$ cat config.mk
export PLATFORM = sky130hd
export DESIGN_NAME = instr_align_buf
export DESIGN_NICKNAME = d
export VERILOG_FILES = /design/src/rtl/instr_align_pkg.sv /design/src/rtl/instr_align_hwq.sv /design/src/rtl/instr_align_buf.sv
export SDC_FILE = /design/constraint.sdc
export NUM_CORES = 1
export LEC_CHECK = 0
export BUFFER_PORTS_ARGS = -buffer_cell sky130_fd_sc_hd__buf_4
export CAP_MARGIN = 25
export CORE_ASPECT_RATIO = 2
export CORE_UTILIZATION = 53
export DETAILED_ROUTE_END_ITERATION = 10
export HOLD_SLACK_MARGIN = 0.12
export PLACE_DENSITY = 0.75
export SLEW_MARGIN = 15
export SYNTH_ARGS = -nofsm -noshare
export SYNTH_HDL_FRONTEND = slang
export SYNTH_HIERARCHICAL = 1
export SYNTH_SLANG_ARGS = --single-unit
$ cat constraint.sdc
create_clock -name i_clk -period 9.4 [get_ports i_clk]
set_input_delay 1.41 -clock i_clk [delete_from_list [all_inputs] [get_ports i_clk]]
set_output_delay 1.41 -clock i_clk [all_outputs]
set_load 0.005 [all_outputs]
$ cat src/rtl/instr_align_pkg.sv
// instr_align_pkg: shared types for the instruction alignment buffer.
// INSTR_ALIGN_BYPASS_EN (used by instr_align_buf) enables the fetch bypass.
package instr_align_pkg;

  localparam int PC_MAX_W = 64;
  localparam logic [1:0] RVI_OPC = 2'b11;

  typedef struct packed {
    logic [15:0] data;
    logic        load_fault;
    logic        page_fault_x;
  } hw_entry_t;

  typedef enum logic [1:0] {
    ST_EMPTY = 2'd0,
    ST_RUN   = 2'd1,
    ST_HOLD  = 2'd2
  } state_e;

  typedef struct packed {
    state_e                state;
    logic [PC_MAX_W-1:0]   pc;
  } regs_t;

  localparam regs_t instr_align_r_reset = '{
    state: ST_EMPTY,
    pc:    '0
  };

  function automatic logic is_rvc(input logic [15:0] hw);
    return hw[1:0] != RVI_OPC;
  endfunction

  function automatic logic hw_fault(input hw_entry_t e);
    return e.load_fault | e.page_fault_x;
  endfunction

endpackage

$ cat src/rtl/instr_align_hwq.sv
// instr_align_hwq: circular halfword FIFO, up to 2 pushes and 2 pops per cycle.
// Pointers carry one extra MSB so full and empty are distinguishable.
module instr_align_hwq
  import instr_align_pkg::*;
#(
  parameter int DEPTH = 8,
  localparam int AW = $clog2(DEPTH),
  localparam int CW = AW + 1
) (
  input  logic          i_clk,
  input  logic          i_nrst,
  input  logic          i_clr,
  input  logic [1:0]    i_push_cnt,
  input  hw_entry_t     i_wdata0,
  input  hw_entry_t     i_wdata1,
  input  logic [1:0]    i_pop_cnt,
  output hw_entry_t     o_rdata0,
  output hw_entry_t     o_rdata1,
  output logic [CW-1:0] o_count
);

  hw_entry_t     mem_q [DEPTH];
  hw_entry_t     mem_d [DEPTH];
  logic [CW-1:0] wr_q, wr_d;
  logic [CW-1:0] rd_q, rd_d;
  logic [AW-1:0] wa0, wa1, ra0, ra1;

  assign wa0 = wr_q[AW-1:0];
  assign wa1 = wa0 + AW'(1);
  assign ra0 = rd_q[AW-1:0];
  assign ra1 = ra0 + AW'(1);

  assign o_rdata0 = mem_q[ra0];
  assign o_rdata1 = mem_q[ra1];
  assign o_count  = wr_q - rd_q;

  always_comb begin
    mem_d = mem_q;
    wr_d  = wr_q + CW'(i_push_cnt);
    rd_d  = rd_q + CW'(i_pop_cnt);
    if (i_push_cnt != 2'd0) mem_d[wa0] = i_wdata0;
    if (i_push_cnt == 2'd2) mem_d[wa1] = i_wdata1;
    if (i_clr) begin
      wr_d = '0;
      rd_d = '0;
    end
  end

  always_ff @(posedge i_clk or negedge i_nrst) begin
    if (!i_nrst) begin
      wr_q <= '0;
      rd_q <= '0;
      for (int i = 0; i < DEPTH; i++) mem_q[i] <= '0;
    end else begin
      wr_q  <= wr_d;
      rd_q  <= rd_d;
      mem_q <= mem_d;
    end
  end

endmodule

$ cat src/rtl/instr_align_buf.sv
// instr_align_buf: splits fetch words into whole RVC/RVI instructions.
// Define INSTR_ALIGN_BYPASS_EN for a zero-latency path from an empty queue.
module instr_align_buf
  import instr_align_pkg::*;
#(
  parameter int HW_DEPTH = 8,
  parameter int PC_W     = 64
) (
  input  logic            i_clk,
  input  logic            i_nrst,
  input  logic            i_flush,
  input  logic            i_f_valid,
  output logic            o_f_ready,
  input  logic [PC_W-1:0] i_f_pc,
  input  logic [31:0]     i_f_data,
  input  logic            i_f_load_fault,
  input  logic            i_f_page_fault_x,
  output logic            o_valid,
  input  logic            i_ready,
  output logic [PC_W-1:0] o_pc,
  output logic [31:0]     o_instr,
  output logic            o_compressed,
  output logic            o_load_fault,
  output logic            o_page_fault_x
);

  localparam int CW = $clog2(HW_DEPTH) + 1;

  regs_t           r_q, r_d;
  hw_entry_t       q0, q1, w0, w1, h0, h1, wd0;
  logic [CW-1:0]   count, avail;
  logic [PC_W-1:0] pc_cur, inc;
  logic [1:0]      in_cnt, push_cnt, pop_cnt, q_pop_cnt;
  logic            ready, push, pop, byp, clr;
  logic            need1, fault, valid;

  assign ready = i_nrst && (r_q.state != ST_HOLD)
              && (count <= CW'(HW_DEPTH - 2));
  assign push  = i_f_valid && ready && !i_flush;
  assign in_cnt = i_f_pc[1] ? 2'd1 : 2'd2;

  assign w0 = '{
    data:         i_f_pc[1] ? i_f_data[31:16] : i_f_data[15:0],
    load_fault:   i_f_load_fault,
    page_fault_x: i_f_page_fault_x
  };
  assign w1 = '{
    data:         i_f_data[31:16],
    load_fault:   i_f_load_fault,
    page_fault_x: i_f_page_fault_x
  };

`ifdef INSTR_ALIGN_BYPASS_EN
  assign byp = i_f_valid && ready && (count == '0)
            && (hw_fault(w0) || is_rvc(w0.data) || !i_f_pc[1]);
`else
  assign byp = 1'b0;
`endif

  always_comb begin
    h0     = q0;
    h1     = q1;
    avail  = count;
    pc_cur = r_q.pc[PC_W-1:0];
    if (byp) begin
      h0     = w0;
      h1     = w1;
      avail  = CW'(in_cnt);
      pc_cur = i_f_pc;
    end
  end

  // A faulted head is handed over alone so the decoder traps on it.
  assign fault = hw_fault(h0);
  assign need1 = fault || is_rvc(h0.data);
  assign valid = (byp || r_q.state == ST_RUN) && (avail != '0)
              && (need1 || avail >= CW'(2));

  assign pop     = valid && i_ready && !i_flush;
  assign pop_cnt = !pop ? 2'd0 : (need1 ? 2'd1 : 2'd2);
  assign inc     = need1 ? PC_W'(2) : PC_W'(4);

  always_comb begin
    push_cnt  = push ? in_cnt : 2'd0;
    q_pop_cnt = pop_cnt;
    wd0       = w0;
    if (byp && pop) begin
      push_cnt  = in_cnt - pop_cnt;
      q_pop_cnt = 2'd0;
      wd0       = w1;
    end
  end

  always_comb begin
    r_d = r_q;
    clr = 1'b0;
    if (i_flush) begin
      r_d.state = ST_EMPTY;
      clr       = 1'b1;
    end else begin
      if (r_q.state == ST_EMPTY && push) begin
        r_d.state = ST_RUN;
        r_d.pc    = PC_MAX_W'(i_f_pc);
      end
      if (pop) begin
        r_d.pc = PC_MAX_W'(pc_cur + inc);
        if (fault) r_d.state = ST_HOLD;
      end
    end
  end

  always_ff @(posedge i_clk or negedge i_nrst) begin
    if (!i_nrst) r_q <= instr_align_r_reset;
    else         r_q <= r_d;
  end

  instr_align_hwq #(
    .DEPTH (HW_DEPTH)
  ) u_hwq (
    .i_clk      (i_clk),
    .i_nrst     (i_nrst),
    .i_clr      (clr),
    .i_push_cnt (push_cnt),
    .i_wdata0   (wd0),
    .i_wdata1   (w1),
    .i_pop_cnt  (q_pop_cnt),
    .o_rdata0   (q0),
    .o_rdata1   (q1),
    .o_count    (count)
  );

  assign o_f_ready      = ready;
  assign o_valid        = valid;
  assign o_pc           = pc_cur;
  assign o_instr        = !valid ? 32'h0
                        : need1 ? {16'h0, h0.data}
                        : {h1.data, h0.data};
  assign o_compressed   = valid && !fault && is_rvc(h0.data);
  assign o_load_fault   = valid && (h0.load_fault
                        || (!need1 && h1.load_fault));
  assign o_page_fault_x = valid && (h0.page_fault_x
                        || (!need1 && h1.page_fault_x));

endmodule

Word-level counts from Yosys, hierarchy flattened:

Cells that the tools add are included.

* output and inout bits: 101
* flip-flop bits (word level): 218
* logic and storage cells: 110
* bits of input ports: 103

* bitwise operators: 6
* reductions and logical operators: 29
* muxes and demuxes: 29
* magnitude comparators: 8
* $add $sub $neg: 6
* equality and inequality tests: 4

Operators by type and width (count)
* bitwise mux 144 bit: 2
* 2-to-1 mux 144 bit: 2
* 2-to-1 mux 66 bit: 2
* binary-select mux 18 bit (select 3 bit): 2
* demux 18 bit (select 3 bit): 2
* 2-to-1 mux 18 bit: 6
* adder 64 x 3 -> 64 bit: 1
* 2-to-1 mux 32 bit: 2
* logical AND 1 bit: 17
* >= comparator 4 bit, second input constant: 4
* 2-to-1 mux 16 bit: 1
* inverter 3 -> 4 bit: 4
* 2-to-1 mux 2 bit: 6
* adder 4 x 2 -> 4 bit: 2
* less-than comparator 4 x 1 -> 1 bit, second input constant: 2
* 2-to-1 mux 4 bit: 2
* adder 3 x 1 -> 3 bit, second input constant: 2
* >= comparator 4 x 2 -> 1 bit, second input constant: 1
* <= comparator 4 x 3 -> 1 bit, second input constant: 1
* logical OR 1 bit: 4
* != test 2 bit, second input constant: 2
* nonzero test 2 bit: 2
* nonzero test 4 bit: 1
* subtractor 4 bit: 1
* 9 further kinds: 11

Depth between registers and ports, before layout:

Gate-level depths: netlist (run 1).

* word-level depth: 13
* gate-level depth with buffers: 18
* mapped depth without buffers: 16

Hierarchy:

Netlist (run 1), hierarchy kept.

Modules (own cells, without submodules)
* instr_align_hwq: times used 1, cells each 1057, sequential area each 3803.6 sq um, area each 9466.6 sq um
* instr_align_buf: times used 1, cells each 626, sequential area each 1651.6 sq um, area each 5021.1 sq um

Worst setup path after synthesis (run 1):

Ideal clock, no wire load.

* kind: register to output
* start: register u_hwq.rd_q[1]
* end: output o_instr[18]
* slack: 4944 ps
* buffers on the path: 3
* stages on the path, launching flop included: 13
* data required time: 7990 ps
* data arrival time: 3046 ps
* cells stage by stage: dfrtp_1 buf_2 buf_1 inv_1 ha_1 a21o_1 a21oi_1 xnor2_1 or3_1 a22oi_2 clkinv_1 clkbuf_1 and3_1

* elaborated cells between the ends (all ways): 20
* classes of those cells: add/sub (2); order compare (1); eq/ne (1); mux (8); bitwise (3); reduce/logical (5)

RTL lines
* start: declaration: RTL line instr_align_hwq.sv:25 `logic [CW-1:0] rd_q, rd_d;`
* start signal: assignment: RTL line instr_align_hwq.sv:56 `rd_q <= rd_d;`
* subtractor 4 bit *: RTL line instr_align_hwq.sv:35 `assign o_count = wr_q - rd_q;`
* via avail[3]: RTL line instr_align_buf.sv:31 `logic [CW-1:0] count, avail;`
* >= comparator 4 x 2 -> 1 bit / nonzero test 4 bit (equally long branches): RTL line instr_align_buf.sv:77, instr_align_buf.sv:76
* logical OR 1 bit / logical AND 1 bit (equally long branches): RTL line instr_align_buf.sv:77, instr_align_buf.sv:76
* logical AND 1 bit *: RTL line instr_align_buf.sv:77 `&& (need1 || avail >= CW'(2));`
* 2-to-1 mux 32 bit *: RTL line instr_align_buf.sv:135 `assign o_instr = !valid ? 32'h0`
* end: declaration: RTL line instr_align_buf.sv:21 `output logic [31:0] o_instr,`

Mark *: on every way through the listed nets, which the timed path passes. The rest lies on a longest branch. The select of a mux whose other input is x is not followed.

Worst setup path in the final report (run 1):

* start: register u_hwq.rd_q[2]
* end: output o_instr[18]

The elaborated chain is that of the path after synthesis.

==> results of run 1 <==
[final timing paths]
check | startpoint | endpoint | slack [ns] | depth (start not counted)
hold reg to reg | o_pc[0]$_DFFE_PN0P_ | o_pc[0]$_DFFE_PN0P_ | 0.50 | 2
hold / removal | o_pc[0]$_DFFE_PN0P_ | o_pc[0]$_DFFE_PN0P_ | 0.50 | 2
max in group asynchronous | i_nrst | u_hwq/rd_q[0]$_DFF_PN0_ | 6.98 | 2
min in group asynchronous | i_nrst | u_hwq/mem_q[49]$_DFF_PN0_ | 0.91 | 1
setup / recovery | u_hwq/rd_q[2]$_DFF_PN0_ | o_instr[18] | 2.54 | 9
setup reg to reg | u_hwq/rd_q[2]$_DFF_PN0_ | u_hwq/rd_q[1]$_DFF_PN0_ | 3.15 | 13
[kinds of logic (layout without fill, tap and decap cells)]
logic type	count (synthesis)	in the layout	share of synthesized area (%)
AO/OA/AOI/OAI	272	272	12.5
AND/OR/NAND/NOR	845	845	25.8
XOR/XNOR	11	11	0.665
flip-flops	218	218	37.7
buffers and inverters	216	284	8.05
multiplexers	108	108	14.0
adder cells (fa/ha/maj)	13	13	1.28
[cell usage after synthesis (all sizes together) (5+ instances only)]
cell,count
mux4,72
a211oi,5
xnor2,8
ha,10
or4,5
or3,8
or2,6
nor2,197
o311ai,12
nand2b,6
a221o,5
nand2,429
nand4,32
dfrtp,218
nor2b,12
buf,128
nor4,15
and4,6
o21ai,21
a31oi,151
clkbuf,74
mux2,34
inv,13
and2,20
a21oi,20
nor3,20
o211ai,25
o22ai,7
nand3,49
and3,30
[sequential cells by signal, indices dropped and copies added, names as in the netlist]
name         flops
u_hwq/wr_q       4
u_hwq/rd_q       4
r_q              2
o_pc            64
u_hwq/mem_q    144
[metrics by stage]
stage          hold slack (ns)  power [mW]  instances  setup slack [ns]  instance area [µm²]
2_1_floorplan            0.447        1.64       1683              4.94                14500
3_3_place_gp             0.461        1.85       2051              3.43                15500
3_5_place_dp             0.489        1.87       2057              3.28                15600
4_1_cts                  0.504        2.78       2096              2.69                16400
5_1_grt                  0.522        2.89       2099              2.33                16400
6_report                 0.505        2.78       2099              2.54                16400
[worst max-delay path, delay by kind of cell (launching register included)]
family | cells | cell delay [ns]
AND/OR/NAND/NOR | 2 | 0.92
AO/OA/AOI/OAI | 2 | 0.64
buffers and inverters | 3 | 1.71
flip-flops | 1 | 1.00
adder cells (fa/ha/maj) | 1 | 0.52
XOR/XNOR | 1 | 0.11
[power breakdown]
group          leakage, nW  switching (mW)  internal [mW]
Clock                0.357           0.387          0.523
Combinational         3.80           0.298          0.309
Sequential            2.82           0.179           1.08
[final cells by class]
| cell class | count | area [µm²] | share of cell area, % |
|---|---|---|---|
| Multi-Input combinational cell | 1249 | 7920 | 48.3 |
| Sequential cell | 218 | 5460 | 33.3 |
| Timing Repair Buffer | 231 | 1810 | 11.0 |
| Clock buffer | 36 | 684 | 4.17 |
| Tap cell | 348 | 435 | 2.65 |
| Inverter | 14 | 52.6 | 0.320 |
| Clock inverter | 3 | 40.0 | 0.244 |
[metal layers]
metal  part of all wire, %  wire length [µm]  vias up
met3                   9.9              4910      275
met5                     0                 0        -
li1                      -                 -     6026
met1                    33             16300     6689
met4                   8.0              3970        0
met2                    49             24200      976
==> impl_metrics.toml, run 1 <==
[sta]
tns_ns = 0
drv_slew = 0
skew_ns = 0.0166
fmax_mhz = 146
period_minus_slack_ns = 6.86
setup-violations-final = 0
slew-limit-headroom_pct = 21.4
worst_pin_slew_ns = 1.18
min_period_over_period_pct = 72.9
rsz0062_at_grt = "false"
hold_viol_final = 0

[clock_network]
cts-buffers-inserted = 22
cts_tree = "done"
postCtsSetupBuffers = 0
cts_resized = 0
cts_hold_buf = 0
clock_latency_ns = 0.53
clk_pin_slew_worst_paths_ns = 0.07
h-tree-depth = 1
clockBufferDepth = 3
clkSinkCount = 218
cts_root_buffer = "clkbuf_16"

[placed_design]
dpl.hpwl_um = 33000
io_buffers = 203
globalplace.congestion = 0.950

[cells_and_area]
nets = 1852
drive_above_1_share_pct = 23.0
final_util_pct = 61.0
layout.cells.most_common_list = "nand2_1 (429), buf_4 (221), dfrtp_1 (217)"
syn_to_final_growth_pct = 13.2
diodes = 0
mostFrequentLayoutCell = "nand2_1"
nFillCells = 2325

[setup_path]
critPathRequiredTime_ns = 7.99
cp_slowest_cell = "dfrtp_1"
cp-end-kind = "output pin"
cpPeakStageDelay_ns = 1.00
cp-start-kind = "flip-flop"
crit_arrival_ns = 5.45
worstSetupPathType = "flip-flop to output pin"
crit_chain = "inv_1 > ha_1 > a21oi_1 > xnor2_1 > or3_1 > a22oi_2 > clkinv_1 > and3_1 > buf_4"
crit_path_max_fanout = 36

[floorplan]
die_area_mm2 = 0.0280
core-area_mm2 = 0.0269
initial_utilization_pct = 53.8
num_rows = 85
ios = 204
chipHeight_um = 236
die_width_um = 119

[drt]
wirelength_um = 49400
drt-initial-drc-count = 1443
drc = 0
vias_per_cell = 6.65
dr.pass1.iters = 6
route.detailed.wl_per_inst_um = 23.5
vias = 14000
drt.antenna.violating_nets = 0

[power_and_ir_drop]
p_leak_nw = 6.98
power.density_mw_per_mm2 = 170
ir_worst_vdd_v = 0.000144

[grt]
grt_pass1_vias = 13500
grt_pass1_wl_um = 76000
grt.busiest_layer = "met2"
grt_overflow = 0
grtUsageMet2_pct = 59.6
grtUsageMet3_pct = 6.31
grtUsageTotal_pct = 35.3
antenna_found_initial = 0
use_met1_pct = 39.5
grt_max_degree = 97

[synthesis]
synth_top_area_share_pct = 37.7
synth-main-ff-cell = "dfrtp_1"
async_reset_ff_share_pct = 100
avgSynthCellArea_um2 = 8.61
ys_top_cells_by_area = "dfrtp_1 (38%), mux4_2 (11%), nand2_1 (11%)"
yosysUniqueCellTypes = 73
synth_warnings = 6
synth_cells = 1683
synth_edf_count = 0
syn_nets = 1799
yosysSeqAreaShare_pct = 37.7
yosys.area.top_type = "dfrtp_1"
ys_ff_latch = 218
synth_area_mm2 = 0.0145

[worst_hold_path]
hp-class = "flip-flop to flip-flop"

[run_status]
status = "finished, final reports clean"

[job]
maxCapViolCount = 0
Power figures use the tool's default switching activity.
==> inputs of run 2 (changes only) <==
ABC_AREA = 1   (was default)
PLACE_DENSITY = 0.76   (was 0.75)
clock period = 6.2 ns   (was 9.4 ns; I/O delays follow)
==> run 2 against run 1 <==
Net effect: die area is 19% higher; setup slack worse by 1.7 ns; worst hold slack worse by 0.14 ns; global-route usage is 12 points higher; total power is 70% higher; combinational power is 110% higher.
==> impl_metrics.toml, run 2 <==
[run_status]
status = "finished, final reports clean"

[setup_path]
r2r-start = "u_hwq/rd_q[1]$_DFF_PN0_"
cp-start-kind = "flip-flop"
cp.buffers_inverters = 3
cp_slowest_cell = "clkinv_1"
crit_path_max_fanout = 36
critPathRequiredTime_ns = 5.27
cp-end-kind = "output pin"
worstSetupPathType = "flip-flop to output pin"
crit_arrival_ns = 4.42
crit_start = "u_hwq/rd_q[0]$_DFF_PN0_"
cpMostUsedCell = "nand2_1"
crit_chain = "buf_4 > ha_1 > xnor2_4 > clkinv_1 > nand2_1 > nand2_1 > nand2_1 > nor2_1 > buf_4"
crit_family = "buffers and inverters"
cpPeakStageDelay_ns = 1.06

[synthesis]
synth_edf_count = 0
yosys.area.top_type = "dfrtp_1"
yosysSeqAreaShare_pct = 31.6
synth_area_mm2 = 0.0172
synth_top_area_share_pct = 31.6
synth_most_common_cell = "nand2_1"
synth_warnings = 6
synth-main-ff-cell = "dfrtp_1"
yosysUniqueCellTypes = 44
ys_top_cells_by_area = "dfrtp_1 (32%), nand2_1 (24%), nand3_1 (11%)"
avgSynthCellArea_um2 = 6.38
synth_cells = 2705
syn_nets = 2821
synthTopCellsByCount = "nand2_1 (1,123), nand3_1 (391), inv_1 (280)"
ys_ff_latch = 218
async_reset_ff_share_pct = 100

[clock_network]
cts_hold_buf = 0
cts_tree = "done"
clkSinkCount = 218
clock_latency_ns = 0.55
cts_root_buffer = "clkbuf_16"
clk_pin_slew_worst_paths_ns = 0.06
cts_resized = 0
cts-buffers-inserted = 23
postCtsSetupBuffers = 0
clockBufferDepth = 3
h-tree-depth = 1

[sta]
min_period_over_period_pct = 86.3
slew-limit-headroom_pct = 24.9
skew_ns = 0.0124
fmax_mhz = 187
setup-violations-final = 0
rsz0062_at_grt = "false"
hold_viol_final = 0
period_minus_slack_ns = 5.35
fin_ws_ns = 0.848
worst_pin_slew_ns = 1.12
drv_slew = 0
tns_ns = 0

[drt]
drt.antenna.violating_nets = 0
dr.pass1.iters = 7
vias_per_cell = 6.04
wirelength_um = 77200
drc = 0
wl_met2_um = 35800
drt-initial-drc-count = 2380
vias = 19300
top_layer = "met5"
met3_length_um = 8970
route.detailed.wl_per_inst_um = 24.2
wl_met1_um = 23000

[placed_design]
dp_worst_setup_slack_ns = 1.28
io_buffers = 203
placed_cells = 3142
dpl.hpwl_um = 50900
globalplace.congestion = 1.06

[grt]
grt_overflow = 0
grt_max_degree = 117
grt_pass1_vias = 18600
grtUsageTotal_pct = 46.9
antenna_found_initial = 6
grt_pass1_wl_um = 114000

[cells_and_area]
nets = 2858
nFillCells = 3219
drive_above_1_share_pct = 11.8
syn_to_final_growth_pct = 10.7
largest_reg_flops = 144
layout.cells.most_common_list = "nand2_1 (1,123), nand3_1 (391), inv_1 (280)"
mostFrequentLayoutCell = "nand2_1"
top_register = "u_hwq/mem_q"
fin_cells = 3189

[power_and_ir_drop]
power_mw = 4.72
seqPwrFrac_pct = 40.9
clkPwrFrac_pct = 32.4
ir_worst_vdd_v = 0.000284
p_leak_nw = 9.52
comb_power_share_pct = 26.8
power.density_mw_per_mm2 = 247
p_int_mw = 3.04
power_switching_mw = 1.68
switching_share_pct = 35.6

[floorplan]
num_rows = 93
ios = 204
chipHeight_um = 257
initial_utilization_pct = 53.7
core-area_mm2 = 0.0321
die_area_mm2 = 0.0333
die_width_um = 130

[job]
maxCapViolCount = 0

[worst_hold_path]
hp-class = "input pin to asynchronous set/reset pin"
==> run 2: cell families after synthesis <==
logic type / after synthesis / share of synthesized area, %
AOI/OAI and AO/OA: 183 / 7.68
xor gates and xnor gates: 45 / 2.39
adders and majority gates: 13 / 1.07
buffers and inverters: 518 / 14.2
DFF: 218 / 31.6
and+or+nand+nor: 1728 / 43.0
==> run 2: layout make-up <==
class	instances	area [µm²]	area share [%]
diodes	4	10.0	0.0524
clock buffers	34	687	3.60
clock inverters	7	110	0.577
inverters	301	1150	6.05
multi-input cells	1969	9360	49.1
flip-flops and latches	218	5460	28.6
well taps	427	534	2.80
repair buffers	229	1770	9.26
==> run 2: final timing paths <==
kind	depth (start not counted)	endpoint	slack [ns]
max	9	o_instr[21]	0.85
min	1	o_pc[42]$_DFFE_PN0P_	0.37
max reg2reg	20	u_hwq/rd_q[3]$_DFF_PN0_	1.42
min reg2reg	2	o_pc[0]$_DFFE_PN0P_	0.48
max in group asynchronous	4	u_hwq/mem_q[99]$_DFF_PN0_	3.78
min in group i_clk	2	o_pc[0]$_DFFE_PN0P_	0.48
==> run 2: power by group through the flow <==
stage	registers, mW	clock network [mW]	logic (mW)
2_1_floorplan	1.84	0	0.883
3_3_place_gp	1.94	0	1.20
3_5_place_dp	1.94	0	1.22
4_1_cts	1.92	1.53	1.23
5_1_grt	1.95	1.58	1.39
6_report	1.93	1.53	1.26
==> run 2: metal layers <==
layer | GRT usage (%) | vias to the layer above
li1 | - | 8617
met1 | 46.0 | 8795
met2 | 75.2 | 1372
met3 | 14.6 | 487
met4 | 47.9 | 2
met5 | 0 | -
==> run 2: through the flow <==
step	cell area [µm²]	util [%]	hold slack, ns
finish	19100	59.4	0.367
global route	19100	59.4	0.418
CTS	19000	59.2	0.415
detailed placement	18200	56.7	0.465
global placement	18200	56.7	0.464
floorplan	17200	-	0.443
